<file path="src/rtl/rtc_bus_pkg.sv">
// Shared definitions for the RTC multiplexed-bus sequencers.
// Contents: bus and counter widths, default phase timings, a_d_l phase encoding,
// and the write sequencer state enum.
package rtc_bus_pkg;

  localparam int unsigned RTC_DW = 8;
  localparam int unsigned RTC_CW = 8;

  localparam int unsigned T_SETUP_DEF = 2;
  localparam int unsigned T_PULSE_DEF = 6;
  localparam int unsigned T_HOLD_DEF  = 2;
  localparam int unsigned T_GAP_DEF   = 10;

  localparam logic A_D_ADDR = 1'b0;
  localparam logic A_D_DATA = 1'b1;

  typedef enum logic [3:0] {
    ST_IDLE,
    ST_A_SETUP,
    ST_A_PULSE,
    ST_A_HOLD,
    ST_GAP,
    ST_D_SETUP,
    ST_D_PULSE,
    ST_D_HOLD,
    ST_DONE
  } wr_state_e;

endpackage

</file>
<file path="src/rtl/rtc_phase_timer.sv">
// Loadable down-counter that times one bus phase.
// Ports: clk, rst (sync, active-high); load/load_value reload the count;
// expire_c is high while the count is zero (last cycle of the phase).
module rtc_phase_timer
  import rtc_bus_pkg::*;
(
  input  logic              clk,
  input  logic              rst,
  input  logic              load,
  input  logic [RTC_CW-1:0] load_value,
  output logic              expire_c
);

  logic [RTC_CW-1:0] count;

  // Counter holds at zero until the next load.
  always_ff @(posedge clk) begin
    if (rst) begin
      count <= '0;
    end else if (load) begin
      count <= load_value;
    end else if (count != '0) begin
      count <= count - RTC_CW'(1);
    end
  end

  assign expire_c = (count == '0);

endmodule

</file>
<file path="src/rtl/rtc_write_sequencer.sv">
// RTC multiplexed-bus write sequencer: address phase (a_d_l=0) then data phase
// (a_d_l=1), each with setup / wr_l pulse / hold, separated by a released-bus gap.
// Ports: clk, rst (sync, active-high); start/addr/data request a write;
// cs_l, rd_l, wr_l, a_d_l, bus_out, bus_oe drive the RTC pins; busy, done status.
module rtc_write_sequencer
  import rtc_bus_pkg::*;
#(
  parameter int unsigned T_SETUP = T_SETUP_DEF,
  parameter int unsigned T_PULSE = T_PULSE_DEF,
  parameter int unsigned T_HOLD  = T_HOLD_DEF,
  parameter int unsigned T_GAP   = T_GAP_DEF,
  parameter int unsigned DW      = RTC_DW
) (
  input  logic          clk,
  input  logic          rst,
  input  logic          start,
  input  logic [DW-1:0] addr,
  input  logic [DW-1:0] data,
  output logic          cs_l,
  output logic          rd_l,
  output logic          wr_l,
  output logic          a_d_l,
  output logic [DW-1:0] bus_out,
  output logic          bus_oe,
  output logic          busy,
  output logic          done
);

  // A phase of N cycles loads N-1 so the timer expires in its last cycle.
  localparam logic [RTC_CW-1:0] LD_SETUP = RTC_CW'(T_SETUP - 1);
  localparam logic [RTC_CW-1:0] LD_PULSE = RTC_CW'(T_PULSE - 1);
  localparam logic [RTC_CW-1:0] LD_HOLD  = RTC_CW'(T_HOLD - 1);
  localparam logic [RTC_CW-1:0] LD_GAP   = RTC_CW'(T_GAP - 1);

  wr_state_e         state, state_next;
  logic              load, expire_c;
  logic [RTC_CW-1:0] load_value;
  logic [DW-1:0]     addr_q, data_q, addr_src;
  logic              cs_d, wr_d, a_d_d, oe_d, busy_d, done_d;
  logic [DW-1:0]     bus_d;

  rtc_phase_timer u_timer (
    .clk        (clk),
    .rst        (rst),
    .load       (load),
    .load_value (load_value),
    .expire_c   (expire_c)
  );

  // State register.
  always_ff @(posedge clk) begin
    if (rst) state <= ST_IDLE;
    else     state <= state_next;
  end

  // On the accepting edge the latch is not yet loaded, so take addr directly.
  assign addr_src = (state == ST_IDLE) ? addr : addr_q;

  // Next state, timer control, and output values for the state being entered.
  always_comb begin
    state_next = state;
    load       = 1'b0;
    load_value = '0;
    cs_d       = 1'b1;
    wr_d       = 1'b1;
    a_d_d      = A_D_DATA;
    oe_d       = 1'b0;
    bus_d      = '0;
    busy_d     = 1'b0;
    done_d     = 1'b0;

    case (state)
      ST_IDLE:    if (start)    begin state_next = ST_A_SETUP; load = 1'b1; load_value = LD_SETUP; end
      ST_A_SETUP: if (expire_c) begin state_next = ST_A_PULSE; load = 1'b1; load_value = LD_PULSE; end
      ST_A_PULSE: if (expire_c) begin state_next = ST_A_HOLD;  load = 1'b1; load_value = LD_HOLD;  end
      ST_A_HOLD:  if (expire_c) begin state_next = ST_GAP;     load = 1'b1; load_value = LD_GAP;   end
      ST_GAP:     if (expire_c) begin state_next = ST_D_SETUP; load = 1'b1; load_value = LD_SETUP; end
      ST_D_SETUP: if (expire_c) begin state_next = ST_D_PULSE; load = 1'b1; load_value = LD_PULSE; end
      ST_D_PULSE: if (expire_c) begin state_next = ST_D_HOLD;  load = 1'b1; load_value = LD_HOLD;  end
      ST_D_HOLD:  if (expire_c) state_next = ST_DONE;
      ST_DONE:    state_next = ST_IDLE;
      default:    state_next = ST_IDLE;
    endcase

    case (state_next)
      ST_A_SETUP, ST_A_HOLD, ST_A_PULSE: begin
        cs_d   = 1'b0;
        wr_d   = (state_next != ST_A_PULSE);
        a_d_d  = A_D_ADDR;
        oe_d   = 1'b1;
        bus_d  = addr_src;
        busy_d = 1'b1;
      end
      ST_D_SETUP, ST_D_HOLD, ST_D_PULSE: begin
        cs_d   = 1'b0;
        wr_d   = (state_next != ST_D_PULSE);
        oe_d   = 1'b1;
        bus_d  = data_q;
        busy_d = 1'b1;
      end
      ST_GAP:  busy_d = 1'b1;
      ST_DONE: begin busy_d = 1'b1; done_d = 1'b1; end
      default: ;
    endcase
  end

  // Request latches, loaded only on an accepted start.
  always_ff @(posedge clk) begin
    if (rst) begin
      addr_q <= '0;
      data_q <= '0;
    end else if (state == ST_IDLE && start) begin
      addr_q <= addr;
      data_q <= data;
    end
  end

  // Registered pin and status outputs.
  always_ff @(posedge clk) begin
    if (rst) begin
      cs_l    <= 1'b1;
      rd_l    <= 1'b1;
      wr_l    <= 1'b1;
      a_d_l   <= 1'b1;
      bus_oe  <= 1'b0;
      bus_out <= '0;
      busy    <= 1'b0;
      done    <= 1'b0;
    end else begin
      cs_l    <= cs_d;
      rd_l    <= 1'b1;
      wr_l    <= wr_d;
      a_d_l   <= a_d_d;
      bus_oe  <= oe_d;
      bus_out <= bus_d;
      busy    <= busy_d;
      done    <= done_d;
    end
  end

endmodule

</file>
<file path="config.mk">
export PLATFORM = sky130hd
export DESIGN_NAME = rtc_write_sequencer
export DESIGN_NICKNAME = d
export VERILOG_FILES = /design/src/rtl/rtc_bus_pkg.sv /design/src/rtl/rtc_phase_timer.sv /design/src/rtl/rtc_write_sequencer.sv
export SDC_FILE = /design/constraint.sdc
export NUM_CORES = 1
export LEC_CHECK = 0
export CAP_MARGIN = 25
export CORE_MARGIN = 1
export CORE_UTILIZATION = 51
export CTS_BUF_LIST = sky130_fd_sc_hd__clkbuf_16
export CTS_CLUSTER_DIAMETER = 200
export DETAILED_ROUTE_END_ITERATION = 10
export PLACE_DENSITY = 0.85
export SLEW_MARGIN = 20
export SYNTH_ARGS = -nofsm -noshare
export SYNTH_HDL_FRONTEND = slang
export SYNTH_SLANG_ARGS = --single-unit
</file>
<file path="constraint.sdc">
create_clock -name clk -period 2.67 [get_ports clk]
set_input_delay 0.4005 -clock clk [delete_from_list [all_inputs] [get_ports clk]]
set_output_delay 0.4005 -clock clk [all_outputs]
set_load 0.01 [all_outputs]
</file>
* Yosys cells after proc, flatten, opt, wreduce, memory -nomap -nowiden *
Cells that the tools add are included.

storage, ports and cells
  register bits = 42
  bits of input ports = 19

cells by class
  add/sub/neg operators = 1
  equal/unequal tests = 17
  multiplexer cells = 27
  reduce and logical (&&, ||, !) cells = 12

operator list
  kind                                                   number
  2-to-1 mux 4 bit                                       9
  == test 4 x 3 -> 1 bit, second input constant          8
  case mux 4 bit (8 select lines)                        1
  2-to-1 mux 8 bit                                       3
  == test 4 x 2 -> 1 bit, second input constant          4
  case mux 4 bit (4 select lines)                        1
  case mux 8 bit (2 select lines)                        1
  OR reduction 6 bit                                     2
  2-to-1 mux 1 bit                                       9
  OR reduction 3 bit                                     3
  == test 4 x 1 -> 1 bit, second input constant          2
  zero test 8 bit                                        1
  nonzero test 8 bit                                     1
  OR reduction 8 bit                                     1
  subtractor 8 x 1 -> 8 bit, second input constant       1
  == test 4 bit, second input constant                   1
  zero test 4 bit                                        1
  inequality test 4 x 2 -> 1 bit, second input constant  1
  inequality test 4 x 3 -> 1 bit, second input constant  1
  case mux 1 bit (2 select lines)                        2
  2-to-1 mux 3 bit                                       1
  nonzero test 2 bit                                     1
  OR reduction 2 bit                                     1
  logical AND 1 bit                                      1

* Longest topological paths before layout *
  depth in word-level cells = 6
  gate-level depth with buffers = 8
  mapped depth without buffers = 7

* By module *
From an unflattened synthesis, not the netlist that was laid out.

second synthesis, totals
  cells, all modules = 212
  area, all modules = 1885.6 sq um

modules (own cells, without submodules)
  module               times used  cells each  area an instance (sq um)  seq. area each (sq um)
  rtc_write_sequencer  1           159         1410.1                    680.7
  rtc_phase_timer      1           53          475.5                     160.2

* Worst setup path after synthesis *
No wires, ideal clock.

  path type = reg-to-reg
  from = register u_timer.count[0]
  to = register bus_out[0]
  arrival time = 1.941 ns
  data required time = 2.516 ns
  slack = 0.575 ns
  stages on the path, launching flop included = 8
  period minus slack after synthesis = 2.095 ns
  cell sequence = dfxtp_1 inv_1 ha_1 or3b_1 clkbuf_1 nor3_4 mux2i_1 a221oi_1

between the ends
  cells in the longest elaborated chain, start to end = 6
  elaborated cells on any way between the ends = 18
  those cells by class = eq/ne (6); mux (9); reduce/logical (3)

RTL lines
  element                                         line                        text
  from (decl)                                     rtc_phase_timer.sv:14       logic [RTC_CW-1:0] count;
  from (signal assigned)                          rtc_phase_timer.sv:21       count <= load_value;
  from (signal assigned)                          rtc_phase_timer.sv:23       count <= count - RTC_CW'(1);
  zero test 8 bit *                               rtc_phase_timer.sv:27       assign expire_c = (count == '0);
  2-to-1 mux 4 bit (tied with other cells)        rtc_write_sequencer.sv:80   ST_D_HOLD: if (expire_c) state_next = ST_DONE;
  case mux 4 bit (8 select lines) *               rtc_write_sequencer.sv:72   case (state)
  == test 4 x 3 -> 1 bit (tied with other cells)  rtc_write_sequencer.sv:85   case (state_next)
  OR reduction 3 bit                              n/a
  case mux 8 bit (2 select lines) *               rtc_write_sequencer.sv:85
  to (signal assigned)                            rtc_write_sequencer.sv:135  bus_out <= bus_d;
  to (decl)                                       rtc_write_sequencer.sv:23   output logic [DW-1:0] bus_out,

Mark *: on every way between the ends. The rest lies on a longest branch, timed or not.
A chain may end at the register's enable or synchronous reset.

* Worst setup path in the final report *
  from = register state[1]
  to = register u_timer.count[2]

between the ends
  cells in the longest elaborated chain, start to end = 4
  elaborated cells on any way between the ends = 14
  those cells by class = eq/ne (6); mux (3); reduce/logical (5)

RTL lines
  element                                                                             line                       text
  from (decl)                                                                         rtc_write_sequencer.sv:35  wr_state_e state, state_next;
  from (signal assigned)                                                              rtc_write_sequencer.sv:53  else state <= state_next;
  == test 4 x 3 -> 1 bit (tied with other cells)                                      rtc_write_sequencer.sv:72
  OR reduction 6 bit (no line) (tied with other cells)                                n/a
  case mux 1 bit (2 select lines) or case mux 4 bit (4 select lines) (tied branches)  rtc_write_sequencer.sv:72
  2-to-1 mux 8 bit or nonzero test 2 bit (tied branches)                              n/a

Several ways; a longest one is shown, not always the timed one.

==> impl_results.md <==
* Sequential share of the synthesized area at 47.6%
* Top cell type's share of synthesized area at 47.6%
* Num Clock Sinks at 42
* Busiest grt layer: met2
* Die area at 3700 um^2
* Port bufs at 32
* Synthesized area at 1770 um^2
* Syn Nets at 217
* Fillers at 256
* Multi-input logic area at 860 um^2
* CTS tree: done
* Vias at 1571
* Top cells by area, synth: dfxtp_1 48%, nand2_1 8.1%, a21oi_1 5.1%
* # nets final at 253
* Worst path required time at 2.80 ns
* Crit path from: state[1]$_SDFF_PP0_
* Clk_lat worst skew at 0.29 ns
* Yosys top cell by area: dfxtp_1
* Worst r2r path cells at 5
* Crit path to: u_timer.count[2]$_SDFFE_PP0P_
* Final hold viol count at 0
* Post-route core utilization at 69.5%
* RSZ-0062 raised after global routing: false
* Root buffer cell: clkbuf_16
* Largest net degree at the start of global routing at 21
* Row count at 21
* Post-route ant nets at 0
* Layout cells sized above 1 at 9.44%
* Routability cong. at 0.881
* Status: completed
* CP max stage delay at 0.67 ns
* Setup crit end kind: flip-flop
* CTS Hold Buffers Added at 0
* Crit path DAT at 2.35 ns
* WS Path Type: flip-flop to flip-flop
* FMAX at 451 MHz
* Type of origin of the critical path: flip-flop
* CTS buffer count at 5
* Reg2Reg Capture Point: u_timer.count[2]$_SDFFE_PP0P_
* GRT met2 Usage at 39.6%
* CP max-delay cell: nor4_2
* CP cell instances: nor4_2, buf_4, a32oi_1, o21bai_1, o32ai_1
* Diode count at 0
* Met1 Track Usage GR at 31.4%
* Number of synthesized flops with an enable pin at 0
* Asr flop ratio synth at 0%
* Drt pass-1 iters at 4
* Commonest non-fill, non-tap cell in the layout: dfxtp_1
* Skew final at 0.00567 ns
* Tcrit/Tclk final at 83.0%
* Post-CTS Setup Bufs at 0
* Slew @ Worst Pin at 0.681 ns
* Placed wire-length estimate at 2760 um
* Worst vdd ir at 0.611 mV
* Fin Setup TNS at 0 ns
* Resized cells post-CTS at 0
* Final wirelength at 4060 um
* Mean Syn Cell Area at 9.01 um^2
* Boundary Pins at 34
* Count of cell types in the netlist at 43
* Die Span Y at 60.9 um
* Post-route DRC at 0
* Die width at 60.9 um
* Post-Syn Instances at 196
* Drt initial violations at 170
* Synthesis-to-layout area growth at 31.3%
* H-tree depth at 2
* WL per Instance at 14.6 um
* Hold Crit Class: flip-flop to flip-flop
* Register area at 841 um^2
* Met3 usage at 5.97%
* Vias per Instance at 5.63
* Yosys warns at 0
* Most frequent cells in the layout: 42 x dfxtp_1, 38 x nand2_1, 32 x clkdlybuf4s50_1
* Slew HR at 54.2%
* Max-cap viol count at 0
* RR Startpoint: state[1]$_SDFF_PP0_
* Main synth FF type: dfxtp_1
* Number of global-route vias before repair at 1441
* Crit path max fanout at 8
* Initial core utilization at 52.9%
* Setup violators final at 0
* #FFs+latches synth at 42
* Total congestion overflow at 0
* Core Region at 3340 um^2
* Clock buffer depth at 2
* P per Cell Area at 1270 nW/um^2
* Final Critical Period at 2.22 ns
* Initial antenna violation count at 0
* Reg2Reg Setup Slack at 0.45 ns
* Final Max Tran Viols at 0
* Lkg Pwr at 0.923 nW
* First-pass GRT wire length at 6540 um
* Clk pin slew, worst setup/hold paths at 0.06 ns
* GRT Total Usage at 24.7%
-- stage by stage --
stage | area, um^2 | instances | hold WS, ns | setup WS (ns) | power [W]
finish | 2320 | 279 | 0.454 | 0.453 | 0.00294
global route | 2320 | 279 | 0.479 | 0.321 | 0.00313
CTS | 2320 | 279 | 0.454 | 0.482 | 0.00294
detailed placement | 2150 | 271 | 0.447 | 0.498 | 0.00225
global placement | 2150 | 271 | 0.441 | 0.570 | 0.00221
floorplan | 1770 | 196 | 0.436 | 0.575 | 0.00183
-- report_power, final --
group / internal, W / switching, W
Clock: 0.000437 / 0.000240
Sequential: 0.000821 / 0.000136
Combinational: 0.000588 / 0.000720
-- worst max-delay path: cells and delay by family (launching register included) --
family	cells	cell delay, ns
AO/OA/AOI/OAI	3	0.67
buffers and inverters	1	0.31
flip-flops	1	0.40
AND/OR/NAND/NOR	1	0.67
-- area by class of cell --
cell class	count	area share [%]
clock inverters	3	1.78
clock buffers	5	5.39
well taps	46	2.48
flip-flops and latches	42	36.2
multi-input cells	138	37.1
inverters	6	0.971
repair buffers	39	16.1
-- cell usage after synthesis, drive strengths merged (2+ instances only) --
cell type,n
ha,2
o311ai,2
clkbuf,7
nor3,6
xor2,5
a221oi,8
nor2,19
and2,2
dfxtp,42
nand2,38
a21oi,18
nand3,2
o21ai,2
inv,6
a31oi,2
o211ai,2
mux2i,9
buf,3
or4,2
nor4,2
-- how the worst min path moves through the flow --
stage | start | slack [ns] | end | cells after the start
floorplan | addr_q[0]$_SDFFE_PP0P_ | 0.44 | addr_q[0]$_SDFFE_PP0P_ | 2
global placement | addr_q[5]$_SDFFE_PP0P_ | 0.44 | addr_q[5]$_SDFFE_PP0P_ | 2
detailed placement | addr_q[1]$_SDFFE_PP0P_ | 0.45 | addr_q[1]$_SDFFE_PP0P_ | 2
CTS | addr_q[1]$_SDFFE_PP0P_ | 0.45 | addr_q[1]$_SDFFE_PP0P_ | 2
global route | addr_q[1]$_SDFFE_PP0P_ | 0.48 | addr_q[1]$_SDFFE_PP0P_ | 2
finish | addr_q[1]$_SDFFE_PP0P_ | 0.45 | addr_q[1]$_SDFFE_PP0P_ | 2
-- sequential cells by signal, indices dropped and copies added (netlist names) --
register       flops
a_d_l              1
addr_q             8
bus_oe             1
bus_out            8
busy               1
cs_l               1
data_q             8
done               1
state              4
u_timer.count      8
wr_l               1
-- routing by layer --
metal | wire [um] | vias up
met4 | 60 | 0
met5 | 0 | -
met3 | 249 | 7
met1 | 1720 | 741
met2 | 2040 | 62
li1 | - | 761
-- logic make-up after synthesis --
group | count (synthesis) | share of synthesized area (%)
AO/OA/AOI/OAI | 43 | 18.3
XOR/XNOR | 5 | 2.90
adder cells (fa/ha/maj) | 2 | 1.42
buffers and inverters | 16 | 4.11
flip-flops | 42 | 47.6
multiplexers | 10 | 5.74
other | 1 | 0.212
AND/OR/NAND/NOR | 77 | 19.8
Note: power is estimated with default switching activity, not from simulation.
